[config.mk]
export PLATFORM = sky130hd
export DESIGN_NAME = hyperram_arbiter
export DESIGN_NICKNAME = d
export VERILOG_FILES = /design/src/rtl/hyperram_arbiter.sv
export SDC_FILE = /design/constraint.sdc
export NUM_CORES = 1
export LEC_CHECK = 0
export CAP_MARGIN = 20
export CORE_ASPECT_RATIO = 0.9
export CORE_MARGIN = 5
export CORE_UTILIZATION = 43
export DETAILED_ROUTE_END_ITERATION = 10
export GPL_TIMING_DRIVEN = 0
export PLACE_DENSITY = 0.94
export SYNTH_ARGS = -nofsm -noshare
export SYNTH_HDL_FRONTEND = slang
export SYNTH_SLANG_ARGS = --single-unit
export TNS_END_PERCENT = 10
[constraint.sdc]
create_clock -name clk -period 3.1 [get_ports clk]
set_clock_uncertainty 0.05 [all_clocks]
set_input_delay 0.31 -clock clk [delete_from_list [all_inputs] [get_ports clk]]
set_output_delay 0.31 -clock clk [all_outputs]
set_load 0.02 [all_outputs]
[src/rtl/hyperram_arbiter.sv]
// Two-port round-robin arbiter in front of the HyperRAM controller request interface.
// It runs one transaction at a time, steers read beats to the owning port and flags protocol faults.
module hyperram_arbiter #(
    parameter int ACK_TIMEOUT = 8
) (
    input  logic        clk,
    input  logic        reset,
    input  logic        p0_req,
    input  logic        p0_wr,
    input  logic        p0_mem_or_reg,
    input  logic [3:0]  p0_byte_en,
    input  logic [5:0]  p0_num_dwords,
    input  logic [31:0] p0_addr,
    input  logic [31:0] p0_wr_d,
    output logic        p0_gnt,
    output logic [31:0] p0_rd_d,
    output logic        p0_rd_vld,
    output logic        p0_done,
    output logic        p0_err,
    input  logic        p1_req,
    input  logic        p1_wr,
    input  logic        p1_mem_or_reg,
    input  logic [3:0]  p1_byte_en,
    input  logic [5:0]  p1_num_dwords,
    input  logic [31:0] p1_addr,
    input  logic [31:0] p1_wr_d,
    output logic        p1_gnt,
    output logic [31:0] p1_rd_d,
    output logic        p1_rd_vld,
    output logic        p1_done,
    output logic        p1_err,
    output logic        xf_rd_req,
    output logic        xf_wr_req,
    output logic        xf_mem_or_reg,
    output logic [3:0]  xf_wr_byte_en,
    output logic [5:0]  xf_rd_num_dwords,
    output logic [31:0] xf_addr,
    output logic [31:0] xf_wr_d,
    input  logic [31:0] xf_rd_d,
    input  logic        xf_rd_rdy,
    input  logic        xf_busy
);

    localparam int TO_W = (ACK_TIMEOUT > 1) ? $clog2(ACK_TIMEOUT) : 1;
    localparam logic [TO_W-1:0] TO_LAST = TO_W'(ACK_TIMEOUT - 1);

    typedef enum logic [1:0] {IDLE, ISSUE, WAIT_ACK, WAIT_DONE} state_t;

    state_t state, next_state;

    logic        owner, last_owner, grant_port;
    logic        do_latch, finish, finish_err, beat;
    logic        sel_wr, sel_mor;
    logic [3:0]  sel_be;
    logic [5:0]  sel_nd;
    logic [31:0] sel_addr, sel_wd;
    logic        cmd_wr, cmd_mor;
    logic [3:0]  cmd_be;
    logic [5:0]  cmd_nd;
    logic [31:0] cmd_addr, cmd_wd;
    logic [6:0]  beat_cnt, beat_final;
    logic [TO_W-1:0] to_cnt;
    logic [1:0]  rd_vld_q, done_q, err_q;
    logic [31:0] p0_rd_q, p1_rd_q;
    logic        active, issue;

    // On a tie the port that did not own the previous transaction wins.
    always_comb begin
        grant_port = (p0_req && p1_req) ? ~last_owner : p1_req;
        sel_wr     = grant_port ? p1_wr         : p0_wr;
        sel_mor    = grant_port ? p1_mem_or_reg : p0_mem_or_reg;
        sel_be     = grant_port ? p1_byte_en    : p0_byte_en;
        sel_addr   = grant_port ? p1_addr       : p0_addr;
        sel_wd     = grant_port ? p1_wr_d       : p0_wr_d;
        sel_nd     = grant_port ? p1_num_dwords : p0_num_dwords;
        if (sel_nd == 6'd0) sel_nd = 6'd1;
    end

    assign beat_final = beat_cnt + 7'(beat);

    always_ff @(posedge clk) begin
        if (reset) state <= IDLE;
        else       state <= next_state;
    end

    always_comb begin
        // NOTE: every signal gets a default before the case so no path leaves it unassigned (no latches).
        next_state = state;
        do_latch   = 1'b0;
        finish     = 1'b0;
        finish_err = 1'b0;
        beat       = 1'b0;
        case (state)
            IDLE: begin
                if (p0_req || p1_req) begin
                    next_state = ISSUE;
                    do_latch   = 1'b1;
                end
            end
            ISSUE: next_state = WAIT_ACK;
            WAIT_ACK: begin
                beat = xf_rd_rdy;
                if (xf_busy) begin
                    next_state = WAIT_DONE;
                end else if (to_cnt == TO_LAST) begin
                    next_state = IDLE;
                    finish     = 1'b1;
                    finish_err = 1'b1;
                end
            end
            WAIT_DONE: begin
                beat = xf_rd_rdy;
                if (!xf_busy) begin
                    next_state = IDLE;
                    finish     = 1'b1;
                    finish_err = cmd_wr ? (beat_final != 7'd0) : (beat_final != {1'b0, cmd_nd});
                end
            end
            default: next_state = IDLE;
        endcase
    end

    always_ff @(posedge clk) begin
        if (reset) begin
            owner      <= 1'b0;
            last_owner <= 1'b1;
            cmd_wr     <= 1'b0;
            cmd_mor    <= 1'b0;
            cmd_be     <= '0;
            cmd_nd     <= '0;
            cmd_addr   <= '0;
            cmd_wd     <= '0;
            beat_cnt   <= '0;
            to_cnt     <= '0;
            rd_vld_q   <= '0;
            done_q     <= '0;
            err_q      <= '0;
            p0_rd_q    <= '0;
            p1_rd_q    <= '0;
        end else begin
            // NOTE: non-blocking assignments so every register samples pre-edge values.
            if (do_latch) begin
                owner      <= grant_port;
                last_owner <= grant_port;
                cmd_wr     <= sel_wr;
                cmd_mor    <= sel_mor;
                cmd_be     <= sel_be;
                cmd_nd     <= sel_nd;
                cmd_addr   <= sel_addr;
                cmd_wd     <= sel_wd;
                beat_cnt   <= '0;
                to_cnt     <= '0;
            end else begin
                if (beat) beat_cnt <= beat_cnt + 7'd1;
                if (state == WAIT_ACK && !xf_busy) to_cnt <= to_cnt + TO_W'(1);
            end

            rd_vld_q <= '0;
            done_q   <= '0;
            err_q    <= '0;
            p0_rd_q  <= '0;
            p1_rd_q  <= '0;
            // Beats are forwarded only on reads; a beat on a write is counted to raise err.
            if (beat && !cmd_wr) begin
                rd_vld_q[owner] <= 1'b1;
                if (owner) p1_rd_q <= xf_rd_d;
                else       p0_rd_q <= xf_rd_d;
            end
            if (finish) begin
                done_q[owner] <= 1'b1;
                err_q[owner]  <= finish_err;
            end
        end
    end

    assign active = (state != IDLE);
    assign issue  = (state == ISSUE);

    assign p0_gnt    = issue && !owner;
    assign p1_gnt    = issue && owner;
    assign p0_rd_vld = rd_vld_q[0];
    assign p1_rd_vld = rd_vld_q[1];
    assign p0_done   = done_q[0];
    assign p1_done   = done_q[1];
    assign p0_err    = err_q[0];
    assign p1_err    = err_q[1];
    assign p0_rd_d   = p0_rd_q;
    assign p1_rd_d   = p1_rd_q;

    assign xf_wr_req        = issue && cmd_wr;
    assign xf_rd_req        = issue && !cmd_wr;
    assign xf_mem_or_reg    = active && cmd_mor;
    assign xf_wr_byte_en    = active ? cmd_be   : '0;
    assign xf_rd_num_dwords = active ? cmd_nd   : '0;
    assign xf_addr          = active ? cmd_addr : '0;
    assign xf_wr_d          = active ? cmd_wd   : '0;

endmodule
==> results_dict.tcl, run 1 <==
set metrics [dict create \
    status "complete, no violations" \
    first_pass_iters 5 \
    min_to "p1_rd_d[11]$_SDFF_PP0_" \
    synthTopCellsByArea "dfxtp_1 49%, mux2i_1 12%, a211oi_1 8.7%, nor2b_1 7.1%, and2_1 6.1%" \
    netlist_top_cells_count "160 x dfxtp_1, 96 x nor2_1, 78 x mux2i_1" \
    cts_tree "built" \
    drt_iter0_drc 296 \
    leakage_nw 4.172 \
    grt_pass1_vias 6281 \
    grt_antenna_before_repair 1 \
    holdWs_ns 0.4160 \
    fin_tns_setup_ns 0 \
    syn_area_um2 6586 \
    synth_ff_type "dfxtp_1" \
    tightest_slew_ns 0.7410 \
    period_share 0.8910 \
    pre_cts_slack_ns 0.3833 \
    grt_max_degree 17 \
    postRouteAntennaNets 0 \
    grt_pass1_wl_um 33510 \
    yosys.area.top_type "dfxtp_1" \
    yosysWarnings 0 \
    hold_depth 2 \
    min_path_type "input port to flip-flop" \
    overflow 0 \
    hold_start "xf_rd_d[11]" \
    rows 43 \
    synth.distinct_cells 38 \
    reg2regPathDepth 9 \
    syn_nets 875 \
    die_h_um 127.4 \
    cts_inserted_buffers 17 \
    maxCapViolations 0 \
    route.met2.wl_um 11600 \
    clock-sinks 160 \
    cp_max_fo 17 \
    clock_path_buffers 2 \
    start_util 0.4326 \
    path_clk_slew_ns 0.06 \
    cp_data_required_time_ns 2.74 \
    ys_ff_latch 160 \
    async_reset_ff_frac 0 \
    clk_latency_ns 0.42 \
    reg2reg_from "state[1]$_SDFFE_PP0P_" \
    dr_wl_met3_um 1766 \
    hold_viol 0 \
    power_density_nw_per_um2 530.0 \
    dp.cells 1220 \
    routedWlPerCell_um 17.69 \
    dieArea_um2 17900 \
    fin_cells 1252 \
    r2r-end "err_q[0]$_SDFF_PP0_" \
    grtUsageTotal 0.2401 \
    core-area_um2 15230 \
    htree_levels 4 \
    rsz0062_at_grt "false" \
    synth_most_common_cell "dfxtp_1" \
    routed-via-count 6259 \
    cp.arrival_ns 2.40 \
    crit_path_end_kind "output pin" \
    drive_above_1_share 0.06387 \
    critical_path_class "flip-flop to output pin" \
    setup_ws_ns 0.3379 \
    met1_length_um 8115 \
    setup_viol 0 \
    wl_um 22150 \
    drc_errors 0 \
    slew_headroom 0.4997 \
    root_buffer "clkbuf_16" \
    highest_layer "met4" \
    min_period_ns 2.762 \
    finalCoreUtilization 0.7098 \
    dieWidth_um 140.5 \
    areaGrowthSynthToFinish_pct 64.10 \
    dp_hpwl_um 17760 \
    report.final.slew_viol_count 0 \
    gp_congestion 0.8622 \
    routed_via_density 4.999 \
    synthCells 680 \
    max_freq_ghz 0.3620 \
    vdd.ir_drop.worst_v 0.0003753 \
    synth_edf_count 0 \
    reg2reg_slack_ns 0.60 \
    syn_avg_cell_area_um2 9.686 \
    start_kind "flip-flop" \
    port_buffers 338 \
    fin_nets 1231 \
    ios 339 \
    synth.top_cell.area_share 0.4863 \
    seq_area_frac_synth 0.4863 \
]
[registers in the layout, summed over array words and instances, names as in the netlist]
name	flops
err_q	2
p1_rd_d	32
rd_vld_q	2
beat_cnt	7
cmd_be	4
cmd_mor	1
done_q	2
owner	1
last_owner	1
cmd_nd	6
cmd_wd	32
cmd_addr	32
p0_rd_d	32
cmd_wr	1
to_cnt	3
state	2
[power by group]
group / internal (mW) / leakage (nW) / switching [mW]
Sequential: 2.21 / 1.31 / 0.0886
Clock: 1.20 / 0.274 / 0.876
Combinational: 0.674 / 2.59 / 0.678
[worst max-delay path, cell delays in order (launching register included)]
cell and delay, ns:
dfxtp_1 0.39, nor2_4 0.42, clkbuf_1 0.43, nor2b_1 0.16, clkdlybuf4s50_1 0.57
[repair_timing]
action | in CTS | in global routing
hold buffers | 0 | 0
buffers inserted | 0 | 0
gates resized for setup | 1 | 0
setup endpoints to repair | 10 | 10
[worst max path at each step]
stage	to	startpoint	slack [ns]
CTS	xf_wr_d[4]	state[1]$_SDFFE_PP0P_	0.08
global placement	err_q[0]$_SDFF_PP0_	xf_rd_rdy	0.41
global route	xf_wr_byte_en[2]	state[1]$_SDFFE_PP0P_	0.15
detailed placement	err_q[0]$_SDFF_PP0_	xf_rd_rdy	0.38
floorplan	err_q[0]$_SDFF_PP0_	state[1]$_SDFFE_PP0P_	1.03
finish	xf_addr[15]	state[1]$_SDFFE_PP0P_	0.34
[routing by layer]
metal	global-route usage	vias to the layer above
met5	0	-
met4	0.09459	0
met3	0.06886	39
met2	0.4468	287
met1	0.2555	2902
li1	-	3031
[cells in the final DEF, fill, tap and decap left out, types with 2 or more instances in the layout]
cell type        instances
ha_1                     5
inv_1                    3
or3_1                    2
clkinv_4                 3
nor3_1                   3
mux2i_1                 78
dfxtp_1                160
bufinv_16                2
nor2_1                  96
clkbuf_1                21
clkbuf_16               17
nand2_1                 12
buf_6                    3
nand2b_1                 5
xnor2_1                  8
clkinvlp_4               4
o21ai_0                  3
xor2_1                   7
clkdlybuf4s50_1        338
nand3_1                  6
buf_2                   25
inv_6                    4
nor4_1                   4
and2_1                  64
buf_4                    3
a211oi_1                76
a21oi_1                  4
nor2b_1                 75
[stage by stage]
| stage | power, mW | instance area (um2) |
|---|---|---|
| floorplan | 3.031 | 6586 |
| global placement | 3.662 | 10220 |
| detailed placement | 3.695 | 10220 |
| CTS | 5.766 | 10810 |
| global route | 5.964 | 10810 |
| finish | 5.728 | 10810 |
[kinds of logic (layout without fill, tap and decap cells)]
logic type | Yosys count | after routing | share of synthesized area
mux | 78 | 78 | 0.1185
simple gates | 275 | 275 | 0.2221
buf+inv | 56 | 425 | 0.04179
flops | 160 | 160 | 0.4863
other cells | 0 | 1 | 0
compound gates | 91 | 91 | 0.1018
xor+xnor | 15 | 15 | 0.01995
fa+ha+maj | 5 | 5 | 0.009498
[cell type report]
class / count / area [um2]
multi-input cells: 464 / 3108
repair buffers: 338 / 3383
flip-flops and latches: 160 / 3203
clock inverters: 14 / 156.4
clock buffers: 18 / 429.2
fillers: 1118 / 4418
inverters: 3 / 11.26
diodes: 1 / 2.502
plain buffers: 52 / 261.5
well taps: 202 / 252.7
Power figures use the tool's default switching activity.
==> run 2: changes to the inputs <==
Settings changed: CAP_MARGIN 20 to 0.
==> results of run 2 <==
Same layout as run 1: the final DEF is identical, and so are final timing and power.
==> run 3: changes to the inputs <==
Settings changed: CTS_CLUSTER_SIZE from default to 12, SKIP_CTS_REPAIR_TIMING from default to 1.
==> results_dict.tcl, run 3 (synthesis gave the netlist of run 1 again) <==
set metrics [dict create \
    postRouteAntennaNets 0 \
    core-area_um2 15230 \
    drive_above_1_share 0.06292 \
    drc_errors 0 \
    leakage_nw 4.169 \
    setup_viol 0 \
    first_pass_iters 4 \
    dieArea_um2 17900 \
    status "complete, no violations" \
    gr-usage-met1 0.2555 \
    fill_cells 1119 \
    grt_max_degree 17 \
    grt_busiest_layer "met2" \
    cts_tree "built" \
    routed-via-count 6257 \
    clk_latency_ns 0.42 \
    grt_pass1_wl_um 33510 \
    reg2regPathDepth 9 \
    routedWlPerCell_um 17.67 \
    pre_cts_slack_ns 0.3833 \
    start_util 0.4326 \
    root_buffer "clkbuf_16" \
    port_buffers 338 \
    hold_start "xf_rd_d[11]" \
    hold_viol 0 \
    grtUsageTotal 0.2401 \
    min_period_ns 2.767 \
    grt_antenna_before_repair 1 \
    multi_input_area_um2 3108 \
    power_density_nw_per_um2 529.9 \
    design_area_um2 10810 \
    grt_pass1_vias 6281 \
    cp_data_required_time_ns 2.74 \
    rsz0062_at_grt "false" \
    areaGrowthSynthToFinish_pct 64.08 \
    reg2reg_slack_ns 0.61 \
    register_area_um2 3203 \
    finalCoreUtilization 0.7098 \
    report.final.slew_viol_count 0 \
    rows 43 \
    path_clk_slew_ns 0.06 \
    routed_via_density 4.998 \
    crit_path_end_kind "output pin" \
    slew_headroom 0.5030 \
    critical_path_class "flip-flop to output pin" \
    dieWidth_um 140.5 \
    fin_tns_setup_ns 0 \
    grtUsageMet2 0.4468 \
    maxCapViolations 0 \
    final_common_cell "clkdlybuf4s50_1" \
    period_share 0.8926 \
    max_freq_ghz 0.3614 \
    ios 339 \
    placed_area_um2 10220 \
    fin_nets 1231 \
    cts_inserted_buffers 17 \
    vdd.ir_drop.worst_v 0.0003757 \
    die_h_um 127.4 \
    overflow 0 \
    cp_max_fo 17 \
    r2r-end "err_q[0]$_SDFF_PP0_" \
    reg2reg_from "state[1]$_SDFFE_PP0P_" \
    dp_hpwl_um 17760 \
    drt_iter0_drc 291 \
    min_path_type "input port to flip-flop" \
    htree_levels 4 \
    start_kind "flip-flop" \
    min_to "p1_rd_d[11]$_SDFF_PP0_" \
    clock-sinks 160 \
    cp.arrival_ns 2.41 \
    grtUsageMet3 0.06886 \
    holdWs_ns 0.4163 \
    mostFrequentLayoutCells "338 x clkdlybuf4s50_1, 160 x dfxtp_1, 96 x nor2_1, 78 x mux2i_1, 76 x a211oi_1" \
    gp_congestion 0.8622 \
    wl_um 22120 \
    clock_path_buffers 2 \
    setup_ws_ns 0.3330 \
    tightest_slew_ns 0.7362 \
    hold_depth 2 \
]
## run 3: through the flow
stage,power (mW),cells
3_3_place_gp,3.662,1220
2_1_floorplan,3.031,680
6_report,5.726,1252
5_1_grt,5.964,1252
3_5_place_dp,3.695,1220
4_1_cts,5.765,1252
## run 3: metal layers
layer  wire length, um  vias to the layer above
met5                 0                        -
met4               716                        0
met3              1727                       42
met2             11550                      277
met1              8124                     2908
li1                  -                     3030
## run 3: worst max-delay path, stage by stage (launching register included)
cell and delay [ns]:
dfxtp_1 0.39, nor2_4 0.41, clkbuf_1 0.44, nor2b_1 0.16, clkdlybuf4s50_1 0.58
## run 3: power by group
| group | internal (mW) | switching [mW] | total (mW) |
|---|---|---|---|
| clock | 1.20 | 0.875 | 2.07 |
| combinational | 0.673 | 0.677 | 1.35 |
| sequential | 2.21 | 0.0889 | 2.30 |
| total | 4.09 | 1.64 | 5.73 |
## run 3: how the worst max path moves through the flow
stage / from / to / slack [ns] / depth (start not counted)
floorplan: state[1]$_SDFFE_PP0P_ / err_q[0]$_SDFF_PP0_ / 1.03 / 9
CTS: state[1]$_SDFFE_PP0P_ / xf_wr_d[15] / -0.03 / 5
global route: state[1]$_SDFFE_PP0P_ / xf_wr_byte_en[2] / 0.15 / 4
global placement: xf_rd_rdy / err_q[0]$_SDFF_PP0_ / 0.41 / 10
detailed placement: xf_rd_rdy / err_q[0]$_SDFF_PP0_ / 0.38 / 10
finish: state[1]$_SDFFE_PP0P_ / xf_addr[18] / 0.33 / 4
## run 3: final cells by class
type / instances / share of cell area
Inverter: 3 / 0.001042
Multi-Input combinational cell: 464 / 0.2876
Antenna cell: 1 / 0.0002316
Clock buffer: 18 / 0.03971
Tap cell: 202 / 0.02339
Timing Repair Buffer: 338 / 0.3131
Sequential cell: 160 / 0.2964
Clock inverter: 14 / 0.01447
Buffer: 52 / 0.02408
